[config.mk]
export PLATFORM = sky130hd
export DESIGN_NAME = mem_arbiter_flat
export DESIGN_NICKNAME = d
export VERILOG_FILES = /design/src/rtl/mem_arbiter_if.sv /design/src/rtl/mem_arbiter.sv /design/src/flat_wrapper.sv
export SDC_FILE = /design/constraint.sdc
export NUM_CORES = 1
export LEC_CHECK = 0
export BUFFER_PORTS_ARGS = -buffer_cell sky130_fd_sc_hd__buf_2
export CAP_MARGIN = 5
export CORE_ASPECT_RATIO = 1.5
export CORE_MARGIN = 3
export CORE_UTILIZATION = 46
export CTS_CLUSTER_SIZE = 28
export DETAILED_ROUTE_END_ITERATION = 8
export GPL_ROUTABILITY_DRIVEN = 1
export PLACE_DENSITY = 0.86
export SLEW_MARGIN = 20
export SYNTH_ARGS = -nofsm -noshare
export SYNTH_HDL_FRONTEND = slang
export SYNTH_SLANG_ARGS = --single-unit
[constraint.sdc]
create_clock -name clk -period 1.8 [get_ports clk]
set_input_delay 0.09 -clock clk [delete_from_list [all_inputs] [get_ports clk]]
set_output_delay 0.09 -clock clk [all_outputs]
set_load 0.1 [all_outputs]
[src/rtl/mem_arbiter_if.sv]
`default_nettype none
// ============================================================================
//  mem_arbiter_if
//  Fetch, load/store and memory-side request/response bundle for mem_arbiter.
//  Revision: 1.0
// ============================================================================
interface mem_arbiter_if #(
   parameter int ADDR_WIDTH = 32,
   parameter int DATA_WIDTH = 32
);
   localparam int STRB_WIDTH = DATA_WIDTH / 8;

   logic                  i_req_valid;
   logic                  i_req_ready;
   logic [ADDR_WIDTH-1:0] i_req_addr;
   logic                  i_resp_valid;
   logic [DATA_WIDTH-1:0] i_resp_data;

   logic                  d_req_valid;
   logic                  d_req_ready;
   logic [ADDR_WIDTH-1:0] d_req_addr;
   logic                  d_req_we;
   logic [DATA_WIDTH-1:0] d_req_wdata;
   logic [STRB_WIDTH-1:0] d_req_strobe;
   logic                  d_resp_valid;
   logic [DATA_WIDTH-1:0] d_resp_data;

   logic                  m_req_valid;
   logic                  m_req_ready;
   logic [ADDR_WIDTH-1:0] m_req_addr;
   logic                  m_req_we;
   logic [DATA_WIDTH-1:0] m_req_wdata;
   logic [STRB_WIDTH-1:0] m_req_strobe;
   logic                  m_resp_valid;
   logic [DATA_WIDTH-1:0] m_resp_data;

   // Arbiter view
   modport slave (
      input  i_req_valid, i_req_addr,
      output i_req_ready, i_resp_valid, i_resp_data,
      input  d_req_valid, d_req_addr, d_req_we, d_req_wdata, d_req_strobe,
      output d_req_ready, d_resp_valid, d_resp_data,
      output m_req_valid, m_req_addr, m_req_we, m_req_wdata, m_req_strobe,
      input  m_req_ready, m_resp_valid, m_resp_data
   );

   // Requesters and memory view
   modport master (
      output i_req_valid, i_req_addr,
      input  i_req_ready, i_resp_valid, i_resp_data,
      output d_req_valid, d_req_addr, d_req_we, d_req_wdata, d_req_strobe,
      input  d_req_ready, d_resp_valid, d_resp_data,
      input  m_req_valid, m_req_addr, m_req_we, m_req_wdata, m_req_strobe,
      output m_req_ready, m_resp_valid, m_resp_data
   );
endinterface
`default_nettype wire

[src/rtl/mem_arbiter.sv]
`default_nettype none
// ============================================================================
//  mem_arbiter
//  Round-robin sharing of one memory port between fetch and load/store, with
//  a single outstanding transaction.
//  Revision: 1.0
// ============================================================================
module mem_arbiter #(
   parameter int ADDR_WIDTH = 32,
   parameter int DATA_WIDTH = 32
) (
   input  wire logic        clk,
   input  wire logic        rst,
   mem_arbiter_if.slave     bus
);
   localparam int STRB_WIDTH = DATA_WIDTH / 8;

   typedef enum logic [1:0] {
      IDLE = 2'd0,
      REQ  = 2'd1,
      RESP = 2'd2
   } state_t;

   state_t                state_q,        state_d;
   logic                  last_grant_q,   last_grant_d;
   logic                  owner_q,        owner_d;
   logic                  m_valid_q,      m_valid_d;
   logic [ADDR_WIDTH-1:0] addr_q,         addr_d;
   logic                  we_q,           we_d;
   logic [DATA_WIDTH-1:0] wdata_q,        wdata_d;
   logic [STRB_WIDTH-1:0] strobe_q,       strobe_d;
   logic                  i_resp_valid_q, i_resp_valid_d;
   logic [DATA_WIDTH-1:0] i_resp_data_q,  i_resp_data_d;
   logic                  d_resp_valid_q, d_resp_valid_d;
   logic [DATA_WIDTH-1:0] d_resp_data_q,  d_resp_data_d;

   logic w_idle;
   logic w_grant_data;
   logic w_handshake;

   // Data wins when it is alone, or on a tie when fetch won last time
   assign w_idle       = (state_q == IDLE);
   assign w_grant_data = bus.d_req_valid && (!bus.i_req_valid || !last_grant_q);
   assign w_handshake  = w_idle && (bus.i_req_valid || bus.d_req_valid);

   assign bus.i_req_ready = w_idle && bus.i_req_valid && !w_grant_data;
   assign bus.d_req_ready = w_idle && w_grant_data;

   always_comb begin
      state_d        = state_q;
      last_grant_d   = last_grant_q;
      owner_d        = owner_q;
      m_valid_d      = m_valid_q;
      addr_d         = addr_q;
      we_d           = we_q;
      wdata_d        = wdata_q;
      strobe_d       = strobe_q;
      i_resp_valid_d = 1'b0;
      i_resp_data_d  = i_resp_data_q;
      d_resp_valid_d = 1'b0;
      d_resp_data_d  = d_resp_data_q;

      case (state_q)
         IDLE: begin
            if (w_handshake) begin
               addr_d       = w_grant_data ? bus.d_req_addr   : bus.i_req_addr;
               we_d         = w_grant_data & bus.d_req_we;
               wdata_d      = w_grant_data ? bus.d_req_wdata  : '0;
               strobe_d     = w_grant_data ? bus.d_req_strobe : '0;
               owner_d      = w_grant_data;
               last_grant_d = w_grant_data;
               m_valid_d    = 1'b1;
               state_d      = REQ;
            end
         end
         REQ: begin
            if (bus.m_req_ready) begin
               m_valid_d = 1'b0;
               state_d   = RESP;
            end
         end
         RESP: begin
            if (bus.m_resp_valid) begin
               if (owner_q) begin
                  d_resp_data_d  = bus.m_resp_data;
                  d_resp_valid_d = 1'b1;
               end else begin
                  i_resp_data_d  = bus.m_resp_data;
                  i_resp_valid_d = 1'b1;
               end
               state_d = IDLE;
            end
         end
         default: begin
            state_d   = IDLE;
            m_valid_d = 1'b0;
         end
      endcase
   end

   always_ff @(posedge clk or negedge rst) begin
      if (!rst) begin
         state_q        <= IDLE;
         last_grant_q   <= 1'b1;
         owner_q        <= 1'b0;
         m_valid_q      <= 1'b0;
         addr_q         <= '0;
         we_q           <= 1'b0;
         wdata_q        <= '0;
         strobe_q       <= '0;
         i_resp_valid_q <= 1'b0;
         i_resp_data_q  <= '0;
         d_resp_valid_q <= 1'b0;
         d_resp_data_q  <= '0;
      end else begin
         state_q        <= state_d;
         last_grant_q   <= last_grant_d;
         owner_q        <= owner_d;
         m_valid_q      <= m_valid_d;
         addr_q         <= addr_d;
         we_q           <= we_d;
         wdata_q        <= wdata_d;
         strobe_q       <= strobe_d;
         i_resp_valid_q <= i_resp_valid_d;
         i_resp_data_q  <= i_resp_data_d;
         d_resp_valid_q <= d_resp_valid_d;
         d_resp_data_q  <= d_resp_data_d;
      end
   end

   assign bus.m_req_valid  = m_valid_q;
   assign bus.m_req_addr   = addr_q;
   assign bus.m_req_we     = we_q;
   assign bus.m_req_wdata  = wdata_q;
   assign bus.m_req_strobe = strobe_q;
   assign bus.i_resp_valid = i_resp_valid_q;
   assign bus.i_resp_data  = i_resp_data_q;
   assign bus.d_resp_valid = d_resp_valid_q;
   assign bus.d_resp_data  = d_resp_data_q;
endmodule
`default_nettype wire

[src/flat_wrapper.sv]
// flat-port wrapper written by rule: the top's interface ports become plain ports
module mem_arbiter_flat 
#(
   parameter int ADDR_WIDTH = 32,
   parameter int DATA_WIDTH = 32
)
  (clk, rst, bus_i_req_valid, bus_i_req_addr, bus_i_req_ready, bus_i_resp_valid, bus_i_resp_data, bus_d_req_valid, bus_d_req_addr, bus_d_req_we, bus_d_req_wdata, bus_d_req_strobe, bus_d_req_ready, bus_d_resp_valid, bus_d_resp_data, bus_m_req_valid, bus_m_req_addr, bus_m_req_we, bus_m_req_wdata, bus_m_req_strobe, bus_m_req_ready, bus_m_resp_valid, bus_m_resp_data);
  mem_arbiter_if #(.ADDR_WIDTH(ADDR_WIDTH), .DATA_WIDTH(DATA_WIDTH)) bus_i ();
  input  wire logic clk;
  input  wire logic rst;
  input wire logic [$bits(bus_i.i_req_valid)-1:0] bus_i_req_valid;
  input wire logic [$bits(bus_i.i_req_addr)-1:0] bus_i_req_addr;
  output wire logic [$bits(bus_i.i_req_ready)-1:0] bus_i_req_ready;
  output wire logic [$bits(bus_i.i_resp_valid)-1:0] bus_i_resp_valid;
  output wire logic [$bits(bus_i.i_resp_data)-1:0] bus_i_resp_data;
  input wire logic [$bits(bus_i.d_req_valid)-1:0] bus_d_req_valid;
  input wire logic [$bits(bus_i.d_req_addr)-1:0] bus_d_req_addr;
  input wire logic [$bits(bus_i.d_req_we)-1:0] bus_d_req_we;
  input wire logic [$bits(bus_i.d_req_wdata)-1:0] bus_d_req_wdata;
  input wire logic [$bits(bus_i.d_req_strobe)-1:0] bus_d_req_strobe;
  output wire logic [$bits(bus_i.d_req_ready)-1:0] bus_d_req_ready;
  output wire logic [$bits(bus_i.d_resp_valid)-1:0] bus_d_resp_valid;
  output wire logic [$bits(bus_i.d_resp_data)-1:0] bus_d_resp_data;
  output wire logic [$bits(bus_i.m_req_valid)-1:0] bus_m_req_valid;
  output wire logic [$bits(bus_i.m_req_addr)-1:0] bus_m_req_addr;
  output wire logic [$bits(bus_i.m_req_we)-1:0] bus_m_req_we;
  output wire logic [$bits(bus_i.m_req_wdata)-1:0] bus_m_req_wdata;
  output wire logic [$bits(bus_i.m_req_strobe)-1:0] bus_m_req_strobe;
  input wire logic [$bits(bus_i.m_req_ready)-1:0] bus_m_req_ready;
  input wire logic [$bits(bus_i.m_resp_valid)-1:0] bus_m_resp_valid;
  input wire logic [$bits(bus_i.m_resp_data)-1:0] bus_m_resp_data;
  assign bus_i.i_req_valid = bus_i_req_valid;
  assign bus_i.i_req_addr = bus_i_req_addr;
  assign bus_i_req_ready = bus_i.i_req_ready;
  assign bus_i_resp_valid = bus_i.i_resp_valid;
  assign bus_i_resp_data = bus_i.i_resp_data;
  assign bus_i.d_req_valid = bus_d_req_valid;
  assign bus_i.d_req_addr = bus_d_req_addr;
  assign bus_i.d_req_we = bus_d_req_we;
  assign bus_i.d_req_wdata = bus_d_req_wdata;
  assign bus_i.d_req_strobe = bus_d_req_strobe;
  assign bus_d_req_ready = bus_i.d_req_ready;
  assign bus_d_resp_valid = bus_i.d_resp_valid;
  assign bus_d_resp_data = bus_i.d_resp_data;
  assign bus_m_req_valid = bus_i.m_req_valid;
  assign bus_m_req_addr = bus_i.m_req_addr;
  assign bus_m_req_we = bus_i.m_req_we;
  assign bus_m_req_wdata = bus_i.m_req_wdata;
  assign bus_m_req_strobe = bus_i.m_req_strobe;
  assign bus_i.m_req_ready = bus_m_req_ready;
  assign bus_i.m_resp_valid = bus_m_resp_valid;
  assign bus_i.m_resp_data = bus_m_resp_data;
  mem_arbiter #(.ADDR_WIDTH(ADDR_WIDTH), .DATA_WIDTH(DATA_WIDTH)) u_core (.clk(clk), .rst(rst), .bus(bus_i));
endmodule
======== Word level (Yosys, flattened, before mapping) ========
Cells that the tools add are included.
storage, ports and cells
  bits in registers ....................... 140
  bits in latches ......................... 0
  bits in writable memories ............... 0
  memory bits (read-only) ................. 0
  input bits .............................. 139
  output and inout port bits .............. 138
  word-level logic and storage cells ...... 52
  memories ................................ 0
cells by class
  add/sub/neg operators ................... 0
  multipliers ............................. 0
  divide/modulo/power cells ............... 0
  $lt $le $gt $ge ......................... 0
  eq/ne operators ......................... 5
  shifts and indexed selects .............. 0
  multiplexer cells ....................... 16
  bitwise logic cells ..................... 3
  reduce and logical (&&, ||, !) cells .... 16
operators by type and width
  cell                                                 count
  2-to-1 mux 32 bit                                    2
  AND reduction 3 bit                                  4
  2-to-1 mux 1 bit                                     8
  2-to-1 mux 2 bit                                     3
  != test 2 bit, second input constant                 3
  case mux 2 bit (3 select lines)                      1
  logical AND 1 bit                                    5
  2-to-1 mux 4 bit                                     1
  zero test 1 bit                                      3
  case mux 1 bit (3 select lines)                      1
  equality test 2 x 1 -> 1 bit, second input constant  1
  equality test 2 bit, second input constant           1
  zero test 2 bit                                      1
  logical OR 1 bit                                     2
  NOT 1 bit                                            2
  AND reduction 2 bit                                  1
  bitwise AND 1 bit                                    1

======== Longest topological paths before layout ========
Gate-level depths: netlist of run 1.
  depth in word-level cells ............... 5
  gate-level depth with buffers ........... 5
  gate-level depth less buffers ........... 3

======== Worst setup path after synthesis of run 1 ========
No wires, ideal clock.
  kind .................................... flip-flop to output port
  from .................................... register u_core.last_grant_q
  to ...................................... output bus_i_req_ready
  arrival ................................. 1,664 ps
  data required time ...................... 1,710 ps
  path slack .............................. 46 ps
  stages on the path, launching flop included .. 5
  buffers on the path ..................... 2
  cell sequence ........................... dfstp_2 > a21bo_1 > buf_6 > buf_6 > and3_1
between the ends
  longest elaborated chain between the ends .. 5
ends and longest elaborated chain
  item                    line                RTL
  start, declared         mem_arbiter.sv:25   logic last_grant_q, last_grant_d;
  start signal, assigned  mem_arbiter.sv:117  last_grant_q <= last_grant_d;
  zero test 1 bit         mem_arbiter.sv:43   assign w_grant_data = bus.d_req_valid && (!bus.i_req_valid || !last_grant_q);
  logical OR 1 bit        mem_arbiter.sv:43
  logical AND 1 bit       mem_arbiter.sv:43
  zero test 1 bit         mem_arbiter.sv:46   assign bus.i_req_ready = w_idle && bus.i_req_valid && !w_grant_data;
  logical AND 1 bit       mem_arbiter.sv:46
  end, declared           flat_wrapper.sv:13  output wire logic [$bits(bus_i.i_req_ready)-1:0] bus_i_req_ready;
Every way passes these cells.

======== Final worst setup path of run 1 ========
  from .................................... register u_core.last_grant_q
  to ...................................... register u_core.wdata_q[3] (netlist: u_core.bus.m_req_wdata[3])
between the ends
  longest elaborated chain between the ends .. 4
ends and longest elaborated chain
  item                  line                RTL
  zero test 1 bit       mem_arbiter.sv:43
  logical OR 1 bit      mem_arbiter.sv:43
  logical AND 1 bit     mem_arbiter.sv:43
  2-to-1 mux 32 bit     mem_arbiter.sv:68   wdata_d = w_grant_data ? bus.d_req_wdata : '0;
  end signal, assigned  mem_arbiter.sv:122  wdata_q <= wdata_d;
  end, declared         mem_arbiter.sv:30   logic [DATA_WIDTH-1:0] wdata_q, wdata_d;
Every way passes these cells.
A chain may end at the register's enable or synchronous reset.

==> flow_metrics.py, run 1 <==
metrics = {
    "sta": {
        "fin_crit_sh_pct": 99.1,
        "fin_worst_skew_ns": 0.0144,
        "worst_slack_ns": 0.0164,
        "hold_violations": 0,
        "fin_crit_ns": 1.78,
        "tightest_slew_ns": 0.596,
        "rsz0062_at_grt": "false",
        "slew_headroom_pct": 60.6,
        "finalSetupTns_ns": 0,
        "fin_hold_ws_ns": 0.0252,
        "clock.fmax_mhz": 561,
        "setup_viol": 0,
        "final-max-slew-violation-count": 0,
    },
    "finish": {
        "drive_above_1_share_pct": 62.9,
        "final_area_um2": 8640,
        "nets": 849,
        "syn2layout_area_growth_pct": 56.4,
    },
    "routing": {
        "viasPerCell": 5.33,
        "drtAntennaViolNets": 0,
        "drc": 0,
        "drtIter0Drc": 205,
        "wl_per_cell_um": 20.8,
        "routed_wl_um": 18200,
        "dr_total_vias": 4659,
        "dr.pass1.iters": 4,
    },
    "synthesis": {
        "synth_seq_cells": 140,
        "synth_top_area_share_pct": 63.0,
        "yosysUniqueCellTypes": 22,
        "yosys_warnings": 0,
        "synthCells": 345,
        "synth.avg_cell_area_um2": 16.0,
        "netlist_top_cells_area": "dfrtp_1 63%, mux2_2 25%, a22o_1 5.9%, mux2_1 1.0%, buf_2 0.91%",
        "syn_nets": 484,
        "seq_area_frac_synth_pct": 63.4,
        "synth_area_um2": 5520,
        "yosys.area.top_type": "dfrtp_1",
    },
    "worst_setup_path": {
        "arrival_ns": 2.07,
        "cpPeakStageDelay_ns": 0.55,
        "endpoint_kind": "flip-flop",
        "critPathMaxFanout": 19,
        "timing.rr.end": "u_core.bus.m_req_wdata[3]",
        "regToRegStartpoint": "u_core.last_grant_q",
        "cpMaxStageDelayCell": "dfstp_2",
        "reg2reg_depth": 7,
        "crit_chain": "a21bo_4 > buf_12 > nor3_4 > buf_4 > buf_4 > bufbuf_16 > a22o_1",
        "required_ns": 2.09,
        "rrSetupSlack_ns": 0.02,
        "critPathKind": "flip-flop to flip-flop",
        "crit_top_cell": "buf_4",
        "critPathLaunchType": "flip-flop",
    },
    "die": {
        "num_io_pins": 277,
        "start_util_pct": 47.4,
        "dieWidth_um": 95.5,
        "coreArea_um2": 11700,
        "die-area_um2": 13400,
        "fp.dieH_um": 140,
        "rows": 48,
    },
    "global_routing": {
        "antenna_found_initial": 2,
        "grt_max_degree": 59,
        "gr-total-overflow": 0,
        "grt_usage_pct": 28.0,
        "grt_pass1_vias": 5145,
        "grt_first_pass_wirelength_um": 28000,
    },
    "cts": {
        "cts_buffer_depth": 2,
        "numCtsBuffers": 17,
        "root_buffer": "clkbuf_16",
        "insertion_delay_ns": 0.41,
        "cts_tree": "built",
        "clk_pin_slew_worst_paths_ns": 0.06,
        "htreeDepth": 4,
        "clock-sinks": 140,
    },
    "run": {
        "drv_cap": 0,
    },
    "place": {
        "postPlaceCellArea_um2": 7170,
        "post-place-ws_ns": 0.156,
        "portBuffers": 276,
        "dp_hpwl_um": 11200,
        "gp_congestion": 0.859,
    },
    "hold_path": {
        "min_from": "bus_d_req_addr[25]",
        "min_to": "u_core.bus.m_req_addr[25]",
        "hold_path_class": "primary input to flip-flop",
        "min_path_cells": 3,
    },
    "status": {
        "status": "complete, no violations",
    },
}
## per-stage QoR
step	std cells	util, %
6_report	874	74.2
5_1_grt	873	74.1
2_1_floorplan	345	-
4_1_cts	873	74.1
3_5_place_dp	760	61.5
3_3_place_gp	760	61.5
## worst max-delay path by stage
stage          slack [ns]  depth (start not counted)           startpoint                        end
2_1_floorplan        0.05                          4  u_core.last_grant_q            bus_i_req_ready
3_3_place_gp         0.20                          4  u_core.last_grant_q  u_core.bus.m_req_addr[22]
3_5_place_dp         0.16                          4  u_core.last_grant_q  u_core.bus.m_req_addr[30]
4_1_cts             0.007                          5  u_core.last_grant_q            bus_d_req_ready
5_1_grt            0.0004                          7  u_core.last_grant_q  u_core.bus.m_req_wdata[3]
6_report             0.02                          7  u_core.last_grant_q  u_core.bus.m_req_wdata[3]
## cells by family (layout without fill, tap and decap cells)
group,Yosys count,in the layout,synth area share (%)
AO/OA/AOI/OAI,43,43,6.66
multiplexers,128,128,26.1
AND/OR/NAND/NOR,12,12,1.34
flip-flops,140,140,63.4
buffers and inverters,22,400,2.47
other,0,1,0
## cell usage after synthesis
cell type	instances
buf_2	10
buf_6	4
nor2_1	2
o21ai_2	1
buf_4	3
nand3b_1	1
and3_1	1
a21bo_1	1
mux2_2	123
dfrtp_1	139
nor3b_2	1
a22o_1	37
clkbuf_1	4
dfstp_2	1
a21o_1	2
nand2b_1	1
o21ai_0	2
nand4b_1	1
nor3_2	1
inv_1	1
mux2_1	5
nand2_1	4
## registers in the layout (all words and copies together), names as in the netlist, 2 cells and up
register / flops
u_core.bus.m_req_wdata: 32
u_core.bus.m_req_addr: 32
u_core.bus.d_resp_data: 32
u_core.bus.i_resp_data: 32
u_core.bus.m_req_strobe: 4
u_core.state_q: 2
## cells in the final DEF, fill, tap and decap left out, types with 2 or more instances in the layout
cell type      count
mux2_1             5
nor2_1             2
buf_2            273
nand2_1            4
a21o_1             2
bufbuf_16          3
inv_8              3
buf_12             8
clkinvlp_4         2
clkbuf_16         17
a22o_1            37
bufinv_16          2
dfrtp_1          139
o21ai_0            2
inv_6              7
dlygate4sd3_1     72
buf_4             10
mux2_2           123
## final cells by class
class	instances	area, um^2
multi-input combinational	183	1910
inverter	1	3.75
antenna	1	2.50
timing repair buffer	367	2430
clock buffer	17	425
tap	150	188
fill	694	3010
sequential	140	3500
clock inverter	15	175
## worst max-delay path, delay by kind of cell, from the launching register on
family | cells | cell delay (ns)
compound gates | 2 | 0.41
simple gates | 1 | 0.04
buf+inv | 4 | 0.67
flops | 1 | 0.55
## repair_timing
item / 4_1_cts / 5_1_grt
endpoints found under the setup margin: 2 / 5
pin swaps: 1 / 3
gates resized for setup: 1 / 0
hold buffers: 72 / 0
endpoints found under the hold margin: 148 / 0
buffers inserted: 6 / 0
gates cloned: 3 / 0
## metal layers
metal	track usage (%)	up-vias	part of all wire (%)
met5	0	-	0.16
li1	-	1990	-
met3	11.4	83	11
met2	45.8	303	51
met1	29.2	2279	33
met4	17.5	4	5.9
Power of run 1 is left out: the tool's default activity adds up to more than one toggle a clock period on the data nets, which glitch-free logic cannot reach.
==> run 2, diff against run 1 <==
Settings changed: REMOVE_ABC_BUFFERS set to 1.
==> run 2 against run 1 <==
- die area is the same
- wire length shrank 5.6%
- global-route usage shrank 2.8 points
- core utilization shrank 0.54 points
- design area fell by 0.72%
- cell count fell by 0.69%
- critical path type is now primary input to output pin
- critical endpoint is now bus_d_req_ready
==> flow_metrics.py, run 2 (synthesis results as in run 1) <==
metrics = {
    "status": {
        "status": "complete, no violations",
    },
    "sta": {
        "hold_violations": 0,
        "clock.fmax_mhz": 564,
        "worst_slack_ns": 0.0258,
        "fin_crit_sh_pct": 98.6,
        "tightest_slew_ns": 0.520,
        "finalSetupTns_ns": 0,
        "fin_hold_ws_ns": 0.0227,
        "fin_crit_ns": 1.77,
        "final-max-slew-violation-count": 0,
        "fin_worst_skew_ns": 0.0109,
        "slew_headroom_pct": 65.6,
        "setup_viol": 0,
    },
    "worst_setup_path": {
        "rrSetupSlack_ns": 0.05,
        "cpMaxStageDelayCell": "dlygate4sd3_1",
        "required_ns": 1.71,
        "crit_start": "bus_d_req_valid",
        "path_buf_inv": 4,
        "regToRegStartpoint": "u_core.last_grant_q",
        "arrival_ns": 1.68,
        "crit_chain": "dlygate4sd3_1 > buf_2 > a21bo_4 > nor3_4 > buf_12 > buf_12",
        "critPathKind": "primary input to output pin",
        "cp_top_family": "buffers and inverters",
        "critPathMaxFanout": 19,
        "cpPeakStageDelay_ns": 0.54,
        "crit_top_cell": "buf_12",
        "critPathLaunchType": "primary input",
        "endpoint_kind": "output pin",
    },
    "die": {
        "start_util_pct": 47.4,
        "die-area_um2": 13400,
        "fp.dieH_um": 140,
        "dieWidth_um": 95.5,
        "rows": 48,
        "num_io_pins": 277,
        "coreArea_um2": 11700,
    },
    "finish": {
        "fin_cells": 868,
        "nets": 842,
        "fillCellCount": 726,
        "syn2layout_area_growth_pct": 55.3,
        "drive_above_1_share_pct": 62.6,
        "layout_common_cells": "273 x buf_2, 139 x dfrtp_1, 123 x mux2_2",
        "final_common_cell": "buf_2",
    },
    "run": {
        "drv_cap": 0,
    },
    "routing": {
        "drtIter0Drc": 160,
        "drtAntennaViolNets": 0,
        "viasPerCell": 5.26,
        "wl_per_cell_um": 19.8,
        "drc": 0,
        "routed_wl_um": 17200,
        "dr_total_vias": 4566,
        "dr.pass1.iters": 5,
    },
    "place": {
        "portBuffers": 276,
        "dp_cells": 757,
        "gp_congestion": 0.841,
        "dp_hpwl_um": 10400,
        "post-place-ws_ns": 0.0996,
    },
    "cts": {
        "root_buffer": "clkbuf_16",
        "numCtsBuffers": 17,
        "cts_tree": "built",
        "insertion_delay_ns": 0.40,
        "clk_pin_slew_worst_paths_ns": 0.07,
        "htreeDepth": 4,
        "clock-sinks": 140,
        "cts_buffer_depth": 2,
    },
    "hold_path": {
        "min_from": "bus_d_req_addr[23]",
        "hold_path_class": "primary input to flip-flop",
    },
    "global_routing": {
        "met3_usage_pct": 6.99,
        "grt_first_pass_wirelength_um": 25500,
        "grt_pass1_vias": 5018,
        "grt_use_met2_pct": 46.0,
        "grt_use_met1_pct": 24.5,
        "busiest_layer": "met2",
        "antenna_found_initial": 1,
        "gr-total-overflow": 0,
        "grt_max_degree": 69,
        "grt_usage_pct": 25.2,
    },
}
-- run 2: final cells by class --
cell class,count,area (um^2),share of cell area [%]
flip-flops and latches,140,3500,40.9
repair buffers,360,2360,27.5
multi-input cells,183,1910,22.3
clock buffers,17,425,4.96
well taps,150,188,2.19
clock inverters,15,175,2.04
diodes,2,5.00,0.0584
inverters,1,3.75,0.0438
-- run 2: per-layer routing --
metal	routed length [um]	vias up	part of all wire [%]
met5	0	-	0
met4	932	0	5.4
met3	1250	72	7.3
met2	9390	268	55
met1	5620	2255	33
li1	-	1971	-
-- run 2: per-stage QoR --
step                      cell area [um^2]  util, %
final                                 8580     73.6
after global routing                  8570     73.6
after CTS                             8530     73.2
after detailed placement              7160     61.4
after global placement                7160     61.4
after floorplan                       5390        -
-- run 2: path summary, 6_finish.rpt --
| kind | to | depth (start not counted) |
|---|---|---|
| setup / recovery | bus_d_req_ready | 6 |
| min in group asynchronous | u_core.bus.m_req_addr[21] | 2 |
| hold reg to reg | u_core.bus.d_resp_data[22] | 1 |
| hold / removal | u_core.bus.m_req_addr[23] | 3 |
| max in group asynchronous | u_core.bus.d_resp_data[28] | 3 |
| setup reg to reg | u_core.bus.m_req_addr[26] | 4 |
-- run 2: worst register-to-register path: cells and delay by family (launching register included) --
family,cells,cell delay [ns]
buffers and inverters,1,0.31
flip-flops,1,0.54
AO/OA/AOI/OAI,1,0.17
multiplexers,2,0.63
-- run 2: repair_timing --
action                                  in CTS  in global routing
endpoints found under the setup margin       1                  1
buffers inserted                             0                  2
hold buffers                                73                  0
resized for setup                            3                  0
cloned                                       1                  1
pin swaps                                    0                  1
endpoints found under the hold margin      149                  0
Power of run 2 is left out for the same reason.
==> run 3, diff against run 2 <==
Settings changed: GPL_TIMING_DRIVEN set to 0.
==> run 3 against run 2 <==
- count of clock-buffer cells in the layout unchanged
- wire length decreased by 2.7%
- core utilization increased by 0.14 points
- critical path depth fell by 2
- first-iteration DRC count is 3.1% lower
- hold slack better by 0.024 ns
- cell count up 0.23%
- fmax grew 0.70%
- via count shrank 3.1%
- register-to-register slack hardly changed
- critical path type is now flip-flop to output pin
- largest cell class unchanged
- highest routed layer unchanged
==> flow_metrics.py, run 3 (synthesis results as in run 1) <==
metrics = {
    "status": {
        "status": "complete, no violations",
    },
    "worst_setup_path": {
        "critPathMaxFanout": 22,
        "rrSetupSlack_ns": 0.05,
        "endpoint_kind": "output pin",
        "required_ns": 1.71,
        "critPathLaunchType": "flip-flop",
        "timing.rr.end": "u_core.bus.i_resp_data[2]",
        "reg2reg_depth": 4,
        "arrival_ns": 1.67,
        "cpPeakStageDelay_ns": 0.40,
        "critPathKind": "flip-flop to output pin",
        "regToRegStartpoint": "u_core.state_q[0]",
        "crit_top_cell": "buf_12",
        "crit_chain": "a21bo_4 > nor3_4 > buf_12 > buf_12",
        "cpMaxStageDelayCell": "dfstp_2",
    },
    "place": {
        "postPlaceCellArea_um2": 7140,
        "dp_hpwl_um": 10800,
        "gp_congestion": 0.802,
        "post-place-ws_ns": -0.828,
        "portBuffers": 276,
    },
    "die": {
        "start_util_pct": 47.4,
        "die-area_um2": 13400,
        "fp.dieH_um": 140,
        "rows": 48,
        "num_io_pins": 277,
        "coreArea_um2": 11700,
        "dieWidth_um": 95.5,
    },
    "cts": {
        "root_buffer": "clkbuf_16",
        "numCtsBuffers": 17,
        "insertion_delay_ns": 0.41,
        "cts_tree": "built",
        "htreeDepth": 4,
        "clk_pin_slew_worst_paths_ns": 0.06,
        "cts_buffer_depth": 2,
        "clock-sinks": 140,
    },
    "finish": {
        "final_area_um2": 8590,
        "nets": 845,
        "utilization_pct": 73.8,
        "ff_latch_area_um2": 3510,
        "multiInputGateArea_um2": 1930,
        "fillCellCount": 690,
        "layout_common_cells": "273 x buf_2, 137 x dfrtp_1, 123 x mux2_2",
        "drive_above_1_share_pct": 62.9,
        "final_common_cell": "buf_2",
        "syn2layout_area_growth_pct": 55.6,
    },
    "sta": {
        "fin_worst_skew_ns": 0.0111,
        "fin_crit_sh_pct": 97.9,
        "final-max-slew-violation-count": 0,
        "rsz0062_at_grt": "true",
        "clock.fmax_mhz": 568,
        "hold_violations": 0,
        "finalSetupTns_ns": 0,
        "setup_viol": 0,
        "slew_headroom_pct": 63.8,
        "worst_slack_ns": 0.0381,
        "fin_crit_ns": 1.76,
        "tightest_slew_ns": 0.541,
    },
    "routing": {
        "viasPerCell": 5.09,
        "routed_wl_um": 16700,
        "drtAntennaViolNets": 0,
        "drtIter0Drc": 155,
        "wl_per_cell_um": 19.2,
        "dr.pass1.iters": 5,
        "dr_total_vias": 4426,
        "drc": 0,
    },
    "global_routing": {
        "grt_pass1_vias": 5001,
        "grt_first_pass_wirelength_um": 25300,
        "grt_usage_pct": 24.8,
        "grt_max_degree": 81,
        "gr-total-overflow": 0,
        "antenna_found_initial": 0,
    },
    "hold_path": {
        "hold_path_class": "primary input to flip-flop",
        "min_to": "u_core.bus.m_req_addr[5]",
        "min_path_cells": 3,
        "min_from": "bus_d_req_addr[5]",
    },
    "run": {
        "drv_cap": 0,
    },
}
## run 3: worst max path at each step
stage	from	end	slack [ns]	depth (start not counted)
2_1_floorplan	u_core.last_grant_q	u_core.bus.m_req_strobe[0]	-1.89	3
3_3_place_gp	u_core.last_grant_q	bus_d_req_ready	-1.59	3
3_5_place_dp	u_core.last_grant_q	bus_d_req_ready	-0.83	4
4_1_cts	u_core.last_grant_q	u_core.bus.m_req_addr[24]	0.01	3
5_1_grt	u_core.last_grant_q	bus_d_req_ready	-0.003	4
6_report	u_core.last_grant_q	bus_d_req_ready	0.04	4
## run 3: timing repair
item	in CTS	in global routing
cloned	1	0
pin swaps	2	0
setup buffers	5	0
gates resized for setup	6	6
hold endpoints to repair	164	0
endpoints found under the setup margin	128	48
hold buffers	73	0
## run 3: worst max-delay path: cells and delay by family, from the launching register on
family                 cells  cell delay (ns)
buffers and inverters      2             0.38
flip-flops                 1             0.40
AO/OA/AOI/OAI              1             0.24
AND/OR/NAND/NOR            1             0.24
## run 3: final cells by class
cell class,count,share of cell area (%)
well taps,150,2.18
inverters,1,0.0437
multi-input cells,184,22.4
clock inverters,15,2.34
repair buffers,362,27.2
flip-flops and latches,140,40.8
diodes,1,0.0291
clock buffers,17,4.95
## run 3: metal layers
metal / track usage, % / part of all wire (%) / vias to the layer above
li1: - / - / 1999
met1: 25.5 / 35 / 2175
met2: 46.8 / 56 / 219
met3: 6.02 / 6.6 / 33
met4: 9.90 / 2.3 / 0
met5: 0 / 0 / -
## run 3: through the flow
stage,hold slack [ns],cells
after floorplan,-0.206,324
after global placement,0.307,750
after global routing,0.0401,869
final,0.0466,870
after detailed placement,0.0517,758
after CTS,0.0266,869
Power of run 3 is left out for the same reason.
